File: src/rtl/spi_slave_if.sv
// -----------------------------------------------------------------------------
// spi_slave_if
//
// Register-bus bundle for the spi_slave peripheral.
//
//   i_stb    : bus strobe, held by the master until it sees o_ack
//   i_we     : 1 = write, 0 = read
//   i_dat_w  : write data
//   i_addr   : byte offset, i_addr[3:2] selects the register
//   o_dat_r  : read data, combinational from i_addr
//   o_ack    : one-cycle acknowledge
//
// Handshake: the master raises i_stb with stable i_we/i_addr/i_dat_w and holds
// them until it observes o_ack. The slave treats the single cycle where
// i_stb & ~o_ack as the access (all side effects happen there), and answers
// with o_ack high for exactly the following cycle. o_dat_r is valid during the
// o_ack cycle while i_addr is still held. Every offset is acknowledged.
// -----------------------------------------------------------------------------
interface spi_slave_if;
  logic        i_stb;
  logic        i_we;
  logic [31:0] i_dat_w;
  logic [3:0]  i_addr;
  logic [31:0] o_dat_r;
  logic        o_ack;

  modport master (
    output i_stb, i_we, i_dat_w, i_addr,
    input  o_dat_r, o_ack
  );

  modport slave (
    input  i_stb, i_we, i_dat_w, i_addr,
    output o_dat_r, o_ack
  );
endinterface

File: src/rtl/spi_slave.sv
// -----------------------------------------------------------------------------
// spi_slave
//
// Memory-mapped SPI target port: mode 0 (CPOL=0, CPHA=0), MSB first, 8-bit
// frames. The SPI pins are asynchronous to i_clk; they pass through
// SYNC_STAGES flops and edges are detected against a one-cycle-delayed copy.
// SCK must run at i_clk/8 or slower.
//
// Ports:
//   i_clk, i_rst   : system clock, synchronous active-high reset
//   bus            : register bus (spi_slave_if.slave)
//   i_ssn          : host chip select, active-low
//   i_sck          : host SPI clock
//   i_mosi         : host -> target data
//   o_miso         : target -> host data
//   o_miso_oe      : MISO output enable, high while a frame is active
//   o_irq          : interrupt (only with SPI_SLAVE_IRQ_EN defined)
//
// Registers (i_addr[3:2]):
//   0x00 DATA    R: rx_data       W: tx_buf[7:0] (clears tx_empty)
//   0x04 STATUS  R: {selected, overrun, tx_empty, rx_valid}
//                W: bit2 = 1 clears overrun
//   0x08 IRQ_EN  RW {ovr_ie, tx_ie, rx_ie} with SPI_SLAVE_IRQ_EN, else reads 0
//   0x0C         reads 0
//
// Optional feature macro: SPI_SLAVE_IRQ_EN (adds o_irq and the IRQ_EN register).
// -----------------------------------------------------------------------------
module spi_slave #(
  parameter int unsigned SYNC_STAGES = 2,     // at least 2
  parameter logic [7:0]  IDLE_BYTE   = 8'hFF
) (
  input  logic       i_clk,
  input  logic       i_rst,
  spi_slave_if.slave bus,
  input  logic       i_ssn,
  input  logic       i_sck,
  input  logic       i_mosi,
  output logic       o_miso,
  output logic       o_miso_oe
`ifdef SPI_SLAVE_IRQ_EN
  ,
  output logic       o_irq
`endif
);

  // ---------------------------------------------------------------------------
  // State
  // ---------------------------------------------------------------------------
  logic [SYNC_STAGES-1:0] ssn_sync_q, ssn_sync_d;
  logic [SYNC_STAGES-1:0] sck_sync_q, sck_sync_d;
  logic [SYNC_STAGES-1:0] mosi_sync_q, mosi_sync_d;
  logic                   ssn_dly_q, ssn_dly_d;
  logic                   sck_dly_q, sck_dly_d;

  logic                   act_q, act_d;       // frame in progress (drives o_miso_oe)
  logic                   miso_q, miso_d;
  logic [2:0]             cnt_q, cnt_d;
  logic [7:0]             rx_shift_q, rx_shift_d;
  logic [7:0]             tx_shift_q, tx_shift_d;
  logic [7:0]             rx_data_q, rx_data_d;
  logic [7:0]             tx_buf_q, tx_buf_d;
  logic                   rx_valid_q, rx_valid_d;
  logic                   tx_empty_q, tx_empty_d;
  logic                   overrun_q, overrun_d;
  logic                   ack_q, ack_d;
`ifdef SPI_SLAVE_IRQ_EN
  logic [2:0]             irq_en_q, irq_en_d;
  logic                   irq_q, irq_d;
`endif

  // ---------------------------------------------------------------------------
  // Synchronized pins and edge pulses
  // ---------------------------------------------------------------------------
  logic ssn_sync, sck_sync, mosi_sync;
  logic ssn_fall, ssn_rise, sck_rise, sck_fall;

  assign ssn_sync  = ssn_sync_q[SYNC_STAGES-1];
  assign sck_sync  = sck_sync_q[SYNC_STAGES-1];
  assign mosi_sync = mosi_sync_q[SYNC_STAGES-1];

  // The ssn chain resets to 0 (same as its delayed copy), so a falling edge
  // can only be seen after ssn has really been sampled high. A host that
  // keeps ssn low through reset is therefore ignored until its next frame.
  assign ssn_fall  = ssn_dly_q & ~ssn_sync;
  assign ssn_rise  = ~ssn_dly_q & ssn_sync;
  assign sck_rise  = sck_sync & ~sck_dly_q;
  assign sck_fall  = ~sck_sync & sck_dly_q;

  // ---------------------------------------------------------------------------
  // Bus decode
  // ---------------------------------------------------------------------------
  logic access, rd_data, wr_data, wr_status;
  logic [7:0] load_byte;

  assign access    = bus.i_stb & ~ack_q;
  assign rd_data   = access & ~bus.i_we & (bus.i_addr[3:2] == 2'd0);
  assign wr_data   = access &  bus.i_we & (bus.i_addr[3:2] == 2'd0);
  assign wr_status = access &  bus.i_we & (bus.i_addr[3:2] == 2'd1);

`ifdef SPI_SLAVE_IRQ_EN
  logic wr_irq_en;
  assign wr_irq_en = access & bus.i_we & (bus.i_addr[3:2] == 2'd2);
`endif

  // Byte presented to the host at frame start and after every completed byte.
  assign load_byte = tx_empty_q ? IDLE_BYTE : tx_buf_q;

  // Write-data bits above the byte lane and the sub-word offset are ignored.
  logic unused_bits;
  assign unused_bits = ^{bus.i_dat_w[31:8], bus.i_addr[1:0]};

  // ---------------------------------------------------------------------------
  // Next-state logic
  // ---------------------------------------------------------------------------
  always_comb begin
    ssn_sync_d  = {ssn_sync_q[SYNC_STAGES-2:0], i_ssn};
    sck_sync_d  = {sck_sync_q[SYNC_STAGES-2:0], i_sck};
    mosi_sync_d = {mosi_sync_q[SYNC_STAGES-2:0], i_mosi};
    ssn_dly_d   = ssn_sync;
    sck_dly_d   = sck_sync;

    act_d       = act_q;
    cnt_d       = cnt_q;
    rx_shift_d  = rx_shift_q;
    tx_shift_d  = tx_shift_q;
    rx_data_d   = rx_data_q;
    tx_buf_d    = tx_buf_q;
    rx_valid_d  = rx_valid_q;
    tx_empty_d  = tx_empty_q;
    overrun_d   = overrun_q;
    ack_d       = access;

    // Bus-side clears come first so that SPI-side sets in the same cycle win.
    if (rd_data) begin
      rx_valid_d = 1'b0;
    end
    if (wr_status && bus.i_dat_w[2]) begin
      overrun_d = 1'b0;
    end

    if (ssn_fall) begin
      act_d      = 1'b1;
      cnt_d      = 3'd0;
      tx_shift_d = load_byte;
      tx_empty_d = 1'b1;
    end else if (ssn_rise) begin
      // Partial byte is dropped; received data and flags are kept.
      act_d      = 1'b0;
      cnt_d      = 3'd0;
    end else if (act_q) begin
      if (sck_rise) begin
        rx_shift_d = {rx_shift_q[6:0], mosi_sync};
        cnt_d      = cnt_q + 3'd1;   // wraps to 0 after the 8th bit
        if (cnt_q == 3'd7) begin
          rx_data_d  = rx_shift_d;
          rx_valid_d = 1'b1;
          // A DATA read in this very cycle counts as having consumed the
          // previous byte, so no overrun is flagged.
          if (rx_valid_q && !rd_data) begin
            overrun_d = 1'b1;
          end
        end
      end else if (sck_fall) begin
        if (cnt_q != 3'd0) begin
          tx_shift_d = {tx_shift_q[6:0], 1'b0};
        end else begin
          // First falling edge after a completed byte: present the next one.
          tx_shift_d = load_byte;
          tx_empty_d = 1'b1;
        end
      end
    end

    // A DATA write coinciding with a reload lands after it: the reload used
    // the old buffer, the new value waits for the following byte.
    if (wr_data) begin
      tx_buf_d   = bus.i_dat_w[7:0];
      tx_empty_d = 1'b0;
    end

    miso_d = act_d ? tx_shift_d[7] : 1'b0;
  end

`ifdef SPI_SLAVE_IRQ_EN
  always_comb begin
    irq_en_d = irq_en_q;
    if (wr_irq_en) begin
      irq_en_d = bus.i_dat_w[2:0];
    end
    irq_d = (rx_valid_q & irq_en_q[0]) |
            (tx_empty_q & irq_en_q[1]) |
            (overrun_q  & irq_en_q[2]);
  end
`endif

  // ---------------------------------------------------------------------------
  // Registers
  // ---------------------------------------------------------------------------
  always_ff @(posedge i_clk) begin
    if (i_rst) begin
      ssn_sync_q  <= '0;
      sck_sync_q  <= '0;
      mosi_sync_q <= '0;
      ssn_dly_q   <= 1'b0;
      sck_dly_q   <= 1'b0;
      act_q       <= 1'b0;
      miso_q      <= 1'b0;
      cnt_q       <= 3'd0;
      rx_shift_q  <= 8'h00;
      tx_shift_q  <= 8'h00;
      rx_data_q   <= 8'h00;
      tx_buf_q    <= 8'h00;
      rx_valid_q  <= 1'b0;
      tx_empty_q  <= 1'b1;
      overrun_q   <= 1'b0;
      ack_q       <= 1'b0;
    end else begin
      ssn_sync_q  <= ssn_sync_d;
      sck_sync_q  <= sck_sync_d;
      mosi_sync_q <= mosi_sync_d;
      ssn_dly_q   <= ssn_dly_d;
      sck_dly_q   <= sck_dly_d;
      act_q       <= act_d;
      miso_q      <= miso_d;
      cnt_q       <= cnt_d;
      rx_shift_q  <= rx_shift_d;
      tx_shift_q  <= tx_shift_d;
      rx_data_q   <= rx_data_d;
      tx_buf_q    <= tx_buf_d;
      rx_valid_q  <= rx_valid_d;
      tx_empty_q  <= tx_empty_d;
      overrun_q   <= overrun_d;
      ack_q       <= ack_d;
    end
  end

`ifdef SPI_SLAVE_IRQ_EN
  always_ff @(posedge i_clk) begin
    if (i_rst) begin
      irq_en_q <= 3'd0;
      irq_q    <= 1'b0;
    end else begin
      irq_en_q <= irq_en_d;
      irq_q    <= irq_d;
    end
  end

  assign o_irq = irq_q;
`endif

  // ---------------------------------------------------------------------------
  // Outputs
  // ---------------------------------------------------------------------------
  always_comb begin
    bus.o_dat_r = 32'h0;
    case (bus.i_addr[3:2])
      2'd0:    bus.o_dat_r = {24'h0, rx_data_q};
      2'd1:    bus.o_dat_r = {28'h0, act_q, overrun_q, tx_empty_q, rx_valid_q};
`ifdef SPI_SLAVE_IRQ_EN
      2'd2:    bus.o_dat_r = {29'h0, irq_en_q};
`endif
      default: bus.o_dat_r = 32'h0;
    endcase
  end

  assign bus.o_ack = ack_q;
  assign o_miso    = miso_q;
  assign o_miso_oe = act_q;

endmodule
File: src/flat_wrapper.sv
// flat-port wrapper written by rule: the top's interface ports become plain ports
module spi_slave_flat 
#(
  parameter int unsigned SYNC_STAGES = 2,                  
  parameter logic [7:0]  IDLE_BYTE   = 8'hFF
)
  (i_clk, i_rst, i_ssn, i_sck, i_mosi, o_miso, o_miso_oe, bus_i_stb, bus_i_we, bus_i_dat_w, bus_i_addr, bus_o_dat_r, bus_o_ack);
  spi_slave_if bus_i ();
  input  logic i_clk;
  input  logic i_rst;
  input  logic i_ssn;
  input  logic i_sck;
  input  logic i_mosi;
  output logic o_miso;
  output logic o_miso_oe;
  input wire logic [$bits(bus_i.i_stb)-1:0] bus_i_stb;
  input wire logic [$bits(bus_i.i_we)-1:0] bus_i_we;
  input wire logic [$bits(bus_i.i_dat_w)-1:0] bus_i_dat_w;
  input wire logic [$bits(bus_i.i_addr)-1:0] bus_i_addr;
  output wire logic [$bits(bus_i.o_dat_r)-1:0] bus_o_dat_r;
  output wire logic [$bits(bus_i.o_ack)-1:0] bus_o_ack;
  assign bus_i.i_stb = bus_i_stb;
  assign bus_i.i_we = bus_i_we;
  assign bus_i.i_dat_w = bus_i_dat_w;
  assign bus_i.i_addr = bus_i_addr;
  assign bus_o_dat_r = bus_i.o_dat_r;
  assign bus_o_ack = bus_i.o_ack;
  spi_slave #(.SYNC_STAGES(SYNC_STAGES), .IDLE_BYTE(IDLE_BYTE)) u_core (.i_clk(i_clk), .i_rst(i_rst), .bus(bus_i), .i_ssn(i_ssn), .i_sck(i_sck), .i_mosi(i_mosi), .o_miso(o_miso), .o_miso_oe(o_miso_oe));
endmodule
File: config.mk
export PLATFORM = sky130hd
export DESIGN_NAME = spi_slave_flat
export DESIGN_NICKNAME = d
export VERILOG_FILES = /design/src/rtl/spi_slave_if.sv /design/src/rtl/spi_slave.sv /design/src/flat_wrapper.sv
export SDC_FILE = /design/constraint.sdc
export NUM_CORES = 1
export LEC_CHECK = 0
export ABC_CLOCK_PERIOD_IN_PS = 2300
export CAP_MARGIN = 10
export CORE_UTILIZATION = 25
export DETAILED_ROUTE_END_ITERATION = 8
export GPL_ROUTABILITY_DRIVEN = 0
export GPL_TIMING_DRIVEN = 0
export PLACE_DENSITY = 0.59
export SYNTH_ARGS = -nofsm -noshare
export SYNTH_HDL_FRONTEND = slang
export SYNTH_SLANG_ARGS = --single-unit
File: constraint.sdc
create_clock -name i_clk -period 2.3 [get_ports i_clk]
set_input_delay 0.46 -clock i_clk [delete_from_list [all_inputs] [get_ports i_clk]]
set_output_delay 0.46 -clock i_clk [all_outputs]
set_load 0.01 [all_outputs]
Word-level counts from Yosys, hierarchy flattened:

Index checks and enable logic that the tools add are counted.

* bitwise gates (word level): 19
* multiplexer cells: 30
* equal/unequal tests: 7
* reduce and logical (&&, ||, !) cells: 16
* add/sub/neg operators: 1

Operator list (number)
* $mux 8: 7
* $mux 1: 22
* $pmux 8 s2: 1
* $and 1x1->1: 10
* $reduce_and 5->1: 2
* $not 1->1: 9
* $reduce_bool 3->1: 3
* $reduce_and 4->1: 2
* $ne 3x2->1 const B: 2
* $ne 2x1->1 const B: 2
* $reduce_bool 2->1: 2
* $add 3x1->3 const B: 1
* $eq 3x3->1 const B: 1
* $ne 3x1->1 const B: 1
* $reduce_or 3->1: 1
* $eq 2x1->1 const B: 1
* $logic_and 1x1->1: 2
* $logic_not 2->1: 1
* $reduce_and 2->1: 1
* $reduce_or 2->1: 1
* $logic_not 1->1: 1

* output and inout port bits: 35
* input bits: 43
* logic and storage cells: 90
* bits in registers: 48

Depth between registers and ports, before layout:

Gate-level depths: netlist of the first run.

* depth in word-level cells: 12
* depth in mapped cells: 8
* depth with buffers taken out: 6

Worst setup path before layout of the first run:

No wires, ideal clock.

* path kind: register -> register
* start point: reg u_core.ssn_dly_q
* end point: reg u_core.tx_shift_q[1]
* slack: 0.778 ns
* clock period less this slack: 1.522 ns
* cell stages (with the launch flop): 7
* arrival: 1.430 ns
* data required time: 2.208 ns
* path buffers: 0
* library setup time: 0.092 ns
* cells stage by stage: dfxtp_1 inv_1 ha_1 and4bb_4 o21bai_4 nand2b_4 o32ai_1

* cells in the longest elaborated chain, start to end: 4
* elaborated cells between the ends (all ways): 9
* those cells by class: eq/ne: 2; mux: 1; bitwise: 3; reduce/logical: 3

RTL lines
* start: declaration: line spi_slave.sv:52 `logic ssn_dly_q, ssn_dly_d;`
* start signal: assignment: line spi_slave.sv:221 `ssn_dly_q <= ssn_dly_d;`
* $not 1->1: line spi_slave.sv:85 `assign ssn_rise = ~ssn_dly_q & ssn_sync;`
* $and 1x1->1: line spi_slave.sv:85
* $ne 2x1->1 (no source line)
* $reduce_and 4->1 (no source line)
* end signal: assignment: line spi_slave.sv:227 `tx_shift_q <= tx_shift_d;`
* end: declaration: line spi_slave.sv:59 `logic [7:0] tx_shift_q, tx_shift_d;`

Several ways; a longest one is shown, not always the timed one.
A chain may end at the register's enable or synchronous reset.

Final worst setup path of the first run:

* start point: reg u_core.tx_empty_q
* end point: out bus_o_dat_r[1]

* cells in the longest elaborated chain, start to end: 1

RTL lines
* start: declaration: line spi_slave.sv:63 `logic tx_empty_q, tx_empty_d;`
* start signal: assignment: line spi_slave.sv:231 `tx_empty_q <= tx_empty_d;`
* $pmux 8 s2: line spi_slave.sv:256 `case (bus.i_addr[3:2])`
* end: declaration: line flat_wrapper.sv:20 `output wire logic [$bits(bus_i.o_dat_r)-1:0] bus_o_dat_r;`

Every way passes these cells.

==> results.toml, run 1 <==
[timing]
finClkSkew_ps = 15.0
fin_tns_setup_ps = 0
slew_viol_final = 0
worst_slew_pin_slew_ps = 540
hold_violations = 0
rsz0062_at_grt = "false"
fin_crit_sh_pct = 92.4
slew_headroom_pct = 64.0
finalSetupViolCount = 0
finalCriticalPeriod_ps = 2130
max_clock_freq_mhz = 471

[critical_path]
crit_path_cell_trace = "mux2i_1 > nor2_1 > clkdlybuf4s50_1"
reg2reg_slack_ps = 520
crit_slowest_cell = "dfxtp_1"
r2r-start = "u_core.cnt_q[0]$_SDFFE_PP0P_"
cp_data_arrival_time_ps = 1670
crit_fanout = 11
critPathMaxStageDelay_ps = 580
worst-setup-path-type = "flop to output port"
end_kind = "output port"
crit_start = "u_core.tx_empty_q$_SDFFE_PP1P_"
cp.required_ps = 1840
worst_setup_path_start_kind = "flop"

[clock_network]
clock_sinks = 48
cts_root_buffer = "clkbuf_8"
cts_buffers = 5
holdBufCountCts = 0
clk_path_buf_depth = 2
clkTransAtPathRegs_ps = 100
clk_latency_ps = 300
htreeDepth = 2
cts_tree = "built"

[power_and_ir_drop]
power_leakage_nw = 1.15
power.density_nw_per_um2 = 624
power_mw = 1.73
peakVddDrop_mv = 0.267

[cells_and_area]
fill_cells = 857
fin_nets = 349
layout-drive-gt1-share_pct = 13.9
fin_cells = 407
final_common_cell = "dfxtp_1"
most-common-layout-cells = "dfxtp_1, nand2_1, buf_4, conb_1, clkdlybuf4s50_1"
n_antenna_cell = 0
area_growth_pct = 28.1

[die]
core-area_um2 = 8300
floorplan.initialDensity_pct = 26.1
row_count = 33
die_area_um2 = 9030
pin_count = 78
fp.dieW_um = 95.1
die_h_um = 95.1

[grt]
antenna_found_initial = 0
grt_max_degree = 17
track_usage_pct = 9.81
grt_pass1_vias = 1465
overflow = 0
grt_pass1_wl_um = 6760

[synthesis]
ys_warn_count = 0
ys_async_sr_fraction_pct = 0
synth_top_flop_cell = "dfxtp_1"
synth_cells = 247
synth_edf_count = 0
yosysSeqAreaShare_pct = 44.4
synthMuxAreaShare_pct = 5.55
synth_xor_xnor_area_share_pct = 0.405
synth_top_family_by_area = "simple AND/OR/NAND/NOR gates"
synth_cell_type_count = 35
synth_top_area_share_pct = 44.4
avgSynthCellArea_um2 = 8.76
synth.area.top_cells = "dfxtp_1, buf_4, nand2_1"
yosys.area_share.simple_pct = 24.3
ys_seq_elements = 48
synth_area_leader_cell = "dfxtp_1"
synth_fa_ha_area_share_pct = 2.89
syn_area_um2 = 2160
synth-compound-area-share_pct = 10.4

[drt]
wl_per_cell_um = 10.4
dr.pass1.iters = 4
drt_iter0_markers = 83
drc = 0
wl_um = 4230
vias = 1680
final_antenna_net_count = 0
vias_per_cell = 4.13

[placed_design]
place_inst = 400
place_hpwl_um = 3080
numPortBuffers = 25

[flow_run]
drv_cap = 0

[hold_path]
hp-class = "flop to flop"
worstHoldStart = "u_core.ssn_sync_q[0]$_SDFF_PP0_"

[run_status]
status = "finished, final reports clean"
## critical path: cells and delay by family, from the launching register on
| kind | cells | cell delay [ps] |
|---|---|---|
| flops | 1 | 580 |
| simple gates | 1 | 100 |
| buf+inv | 1 | 540 |
| mux | 1 | 140 |
## worst paths after layout
check / to / cells after the start
setup / recovery: bus_o_dat_r[1] / 3
setup reg to reg: u_core.tx_shift_q[5]$_SDFFE_PP0P_ / 7
hold reg to reg: u_core.ssn_sync_q[1]$_SDFF_PP0_ / 1
hold / removal: u_core.ssn_sync_q[1]$_SDFF_PP0_ / 1
## final cells by class
class / count / area (um2) / share of cell area, %
clock inverter: 3 / 68.8 / 2.48
clock buffer: 5 / 68.8 / 2.48
buffer: 35 / 234 / 8.44
timing repair buffer: 25 / 249 / 8.98
inverter: 5 / 18.8 / 0.677
multi-input combinational: 181 / 1040 / 37.5
tap: 105 / 131 / 4.74
sequential: 48 / 961 / 34.7
## power breakdown
group	leakage, nW	total [mW]	internal, mW	switching (mW)
Sequential	0.389	0.857	0.846	0.0103
Clock	0.0687	0.727	0.437	0.290
Combinational	0.691	0.147	0.0781	0.0692
Total	1.15	1.73	1.36	0.369
## cell usage after synthesis, types with 2 or more instances
library cell,number
inv_1,5
nor3_1,14
nand4b_1,2
clkbuf_1,5
nand2b_1,8
buf_2,4
and2_1,5
a21oi_1,19
ha_1,5
o32ai_1,6
nor2b_1,10
nor2_1,21
mux2i_1,12
o21ai_0,2
or3_1,2
dfxtp_1,48
nand3_1,3
buf_4,26
nand2_1,34
## routing by layer
| layer | share of wire, % | routed length [um] | up-vias | track usage [%] |
|---|---|---|---|---|
| met5 | 0 | 0 | - | 0 |
| met4 | 1.7 | 72 | 0 | 4.29 |
| met3 | 6.1 | 258 | 6 | 2.95 |
| met2 | 44 | 1870 | 49 | 15.3 |
| met1 | 48 | 2040 | 735 | 12.5 |
| li1 | - | - | 890 | - |
## kinds of logic (layout without fill, tap and decap cells)
group | after synthesis | count (layout)
simple gates | 105 | 105
flops | 48 | 48
buf+inv | 41 | 73
compound gates | 34 | 34
mux | 12 | 12
fa+ha+maj | 5 | 5
other cells | 1 | 24
xor+xnor | 1 | 1
## sequential cells by signal, indices dropped and copies added (netlist names), 2 cells and up
register	flops
u_core.rx_data_q	8
u_core.ssn_sync_q	2
u_core.rx_shift_q	7
u_core.tx_shift_q	8
u_core.tx_buf_q	8
u_core.sck_sync_q	2
u_core.cnt_q	3
u_core.mosi_sync_q	2
## through the flow
stage          hold WS [ps]  worst slack [ps]  cell area (um2)  util [%]
3_5_place_dp            420              -198             2630      31.7
2_1_floorplan           414               778             2250         -
4_1_cts                 444               152             2770      33.4
6_report                442               175             2770      33.4
5_1_grt                 466               108             2770      33.4
3_3_place_gp            423              -197             2630      31.7
## repair_timing
item	in CTS	in global routing
endpoints found under the setup margin	5	0
setup buffers	0	0
gates resized for setup	3	0
Power figures use the tool's default switching activity.
==> inputs of run 2 (changes only) <==
--- a/config.mk
+++ b/config.mk
@@ -7,11 +7,13 @@
 export LEC_CHECK = 0
 export ABC_CLOCK_PERIOD_IN_PS = 2300
 export CAP_MARGIN = 10
+export CELL_PAD_IN_SITES_DETAIL_PLACEMENT = 0
+export CELL_PAD_IN_SITES_GLOBAL_PLACEMENT = 1
 export CORE_UTILIZATION = 25
 export DETAILED_ROUTE_END_ITERATION = 8
 export GPL_ROUTABILITY_DRIVEN = 0
 export GPL_TIMING_DRIVEN = 0
-export PLACE_DENSITY = 0.59
+export PLACE_DENSITY = 0.73
 export SYNTH_ARGS = -nofsm -noshare
 export SYNTH_HDL_FRONTEND = slang
 export SYNTH_SLANG_ARGS = --single-unit
==> run 2 against run 1 <==
Register-to-register slack worse by 160 ps. Worst setup slack worse by 11 ps. Worst hold slack about the same. Flip-flop and latch count unchanged. Critical path depth unchanged. Total power down 5.8%. Clock skew down 4.4 ps. Count of clock-buffer cells in the layout unchanged. Cell area down 0.81%. Sequential power about the same. Utilization down 0.27 points. Critical path type unchanged.
==> results.toml, run 2 (synthesis results as in run 1) <==
[hold_path]
worstHoldStart = "u_core.sck_sync_q[0]$_SDFF_PP0_"
hp-class = "flop to flop"

[cells_and_area]
final_common_cell = "dfxtp_1"
final_util_pct = 33.1
area_growth_pct = 27.1
most-common-layout-cells = "dfxtp_1, nand2_1, buf_4, conb_1, clkdlybuf4s50_1"
final_area_um2 = 2750
n_antenna_cell = 0
layout-drive-gt1-share_pct = 13.9
fin_cells = 407
fin_nets = 349
reg.largest.list = "u_core.rx_data_q (8), u_core.tx_buf_q (8), u_core.tx_shift_q (8)"

[timing]
finalSetupViolCount = 0
finClkSkew_ps = 10.7
worst_slew_pin_slew_ps = 530
fin_tns_setup_ps = 0
rsz0062_at_grt = "false"
slew_viol_final = 0
whs_ps = 442
hold_violations = 0
finalWorstSetupSlack_ps = 163
max_clock_freq_mhz = 468
fin_crit_sh_pct = 92.9
finalCriticalPeriod_ps = 2140
slew_headroom_pct = 64.7

[critical_path]
r2r-start = "u_core.cnt_q[0]$_SDFFE_PP0P_"
worst-setup-path-type = "flop to output port"
crit_cells = 3
crit_buf_inv = 1
endpoint = "bus_o_dat_r[1]"
reg2reg_slack_ps = 360
r2r_cells = 7
crit_path_cell_trace = "mux2i_1 > nor2_1 > clkdlybuf4s50_1"
r2r-end = "u_core.o_miso$_SDFF_PP0_"
crit_family = "flip-flops"
worst_setup_path_start_kind = "flop"
crit_fanout = 11
end_kind = "output port"
cp_data_arrival_time_ps = 1680
crit_start = "u_core.tx_empty_q$_SDFFE_PP1P_"
cp.required_ps = 1840
critPathMaxStageDelay_ps = 580
crit_slowest_cell = "dfxtp_1"

[placed_design]
post-place-ws_ps = -195
numPortBuffers = 25
place_inst = 400
placed_area_um2 = 2630
place_hpwl_um = 3130

[drt]
final_antenna_net_count = 0
vias_per_cell = 4.14
drc = 0
drt_iter0_markers = 120
vias = 1683
wl_per_cell_um = 10.6
wl_um = 4330
dr.pass1.iters = 4

[clock_network]
cts_root_buffer = "clkbuf_8"
cts_setup_buffers = 0
clk_latency_ps = 300
clkTransAtPathRegs_ps = 100
clk_path_buf_depth = 2
cts_tree = "built"
cts_buffers = 5
htreeDepth = 2
clock_sinks = 48

[die]
floorplan.initialDensity_pct = 26.1
pin_count = 78
die_h_um = 95.1
die_area_um2 = 9030
row_count = 33
core-area_um2 = 8300
fp.dieW_um = 95.1

[grt]
grt_pass1_vias = 1421
grt_max_degree = 17
track_usage_pct = 9.88
antenna_found_initial = 0
grt_pass1_wl_um = 6860
overflow = 0

[flow_run]
drv_cap = 0

[run_status]
status = "finished, final reports clean"

[power_and_ir_drop]
power_leakage_nw = 1.14
power_mw = 1.63
power.density_nw_per_um2 = 593
peakVddDrop_mv = 0.250
[run 2: changes by cell type in the layout (fill, tap and decap cells not counted), sizes merged]
| cell | before | now |
|---|---|---|
| bufinv | 2 | 1 |
| clkinvlp | 0 | 1 |
[run 2: repair_timing]
| item | CTS | global route |
|---|---|---|
| endpoints found under the setup margin | 5 | 0 |
| hold buffers | 0 | 0 |
| gates resized for setup | 3 | 0 |
[run 2: metal layers]
layer,GRT usage (%),share of wire (%),routed length (um)
met2,14.7,42,1830
met3,2.95,5.9,255
met4,3.03,1.3,57
met1,13.7,51,2190
met5,0,0,0
[run 2: cell type report]
type / count / area, um2
Timing Repair Buffer: 25 / 249
Fill cell: 885 / 5550
Sequential cell: 48 / 961
Buffer: 35 / 234
Clock inverter: 3 / 46.3
Inverter: 5 / 18.8
Multi-Input combinational cell: 181 / 1040
Clock buffer: 5 / 68.8
Tap cell: 105 / 131
[run 2: how the worst min path moves through the flow]
stage / to / slack (ps) / cells past startpoint
after CTS: u_core.sck_sync_q[1]$_SDFF_PP0_ / 440 / 1
after detailed placement: u_core.sck_sync_q[1]$_SDFF_PP0_ / 420 / 1
after global routing: u_core.ssn_sync_q[1]$_SDFF_PP0_ / 460 / 1
after global placement: u_core.sck_sync_q[1]$_SDFF_PP0_ / 420 / 1
after floorplan: u_core.mosi_sync_q[1]$_SDFF_PP0_ / 410 / 1
final: u_core.sck_sync_q[1]$_SDFF_PP0_ / 440 / 1
[run 2: where the power goes]
group | leakage [nW] | internal [mW] | switching, mW
registers | 0.389 | 0.846 | 0.0104
logic | 0.691 | 0.0781 | 0.0700
clock network | 0.0548 | 0.328 | 0.298
[run 2: worst reg2reg max path, cell delays in order, from the launching register on]
cell	delay (ps)
dfxtp_1	350
inv_1	70
ha_1	190
nor2b_1	140
clkbuf_1	230
o21ai_0	190
a21boi_0	130
nor4b_1	490
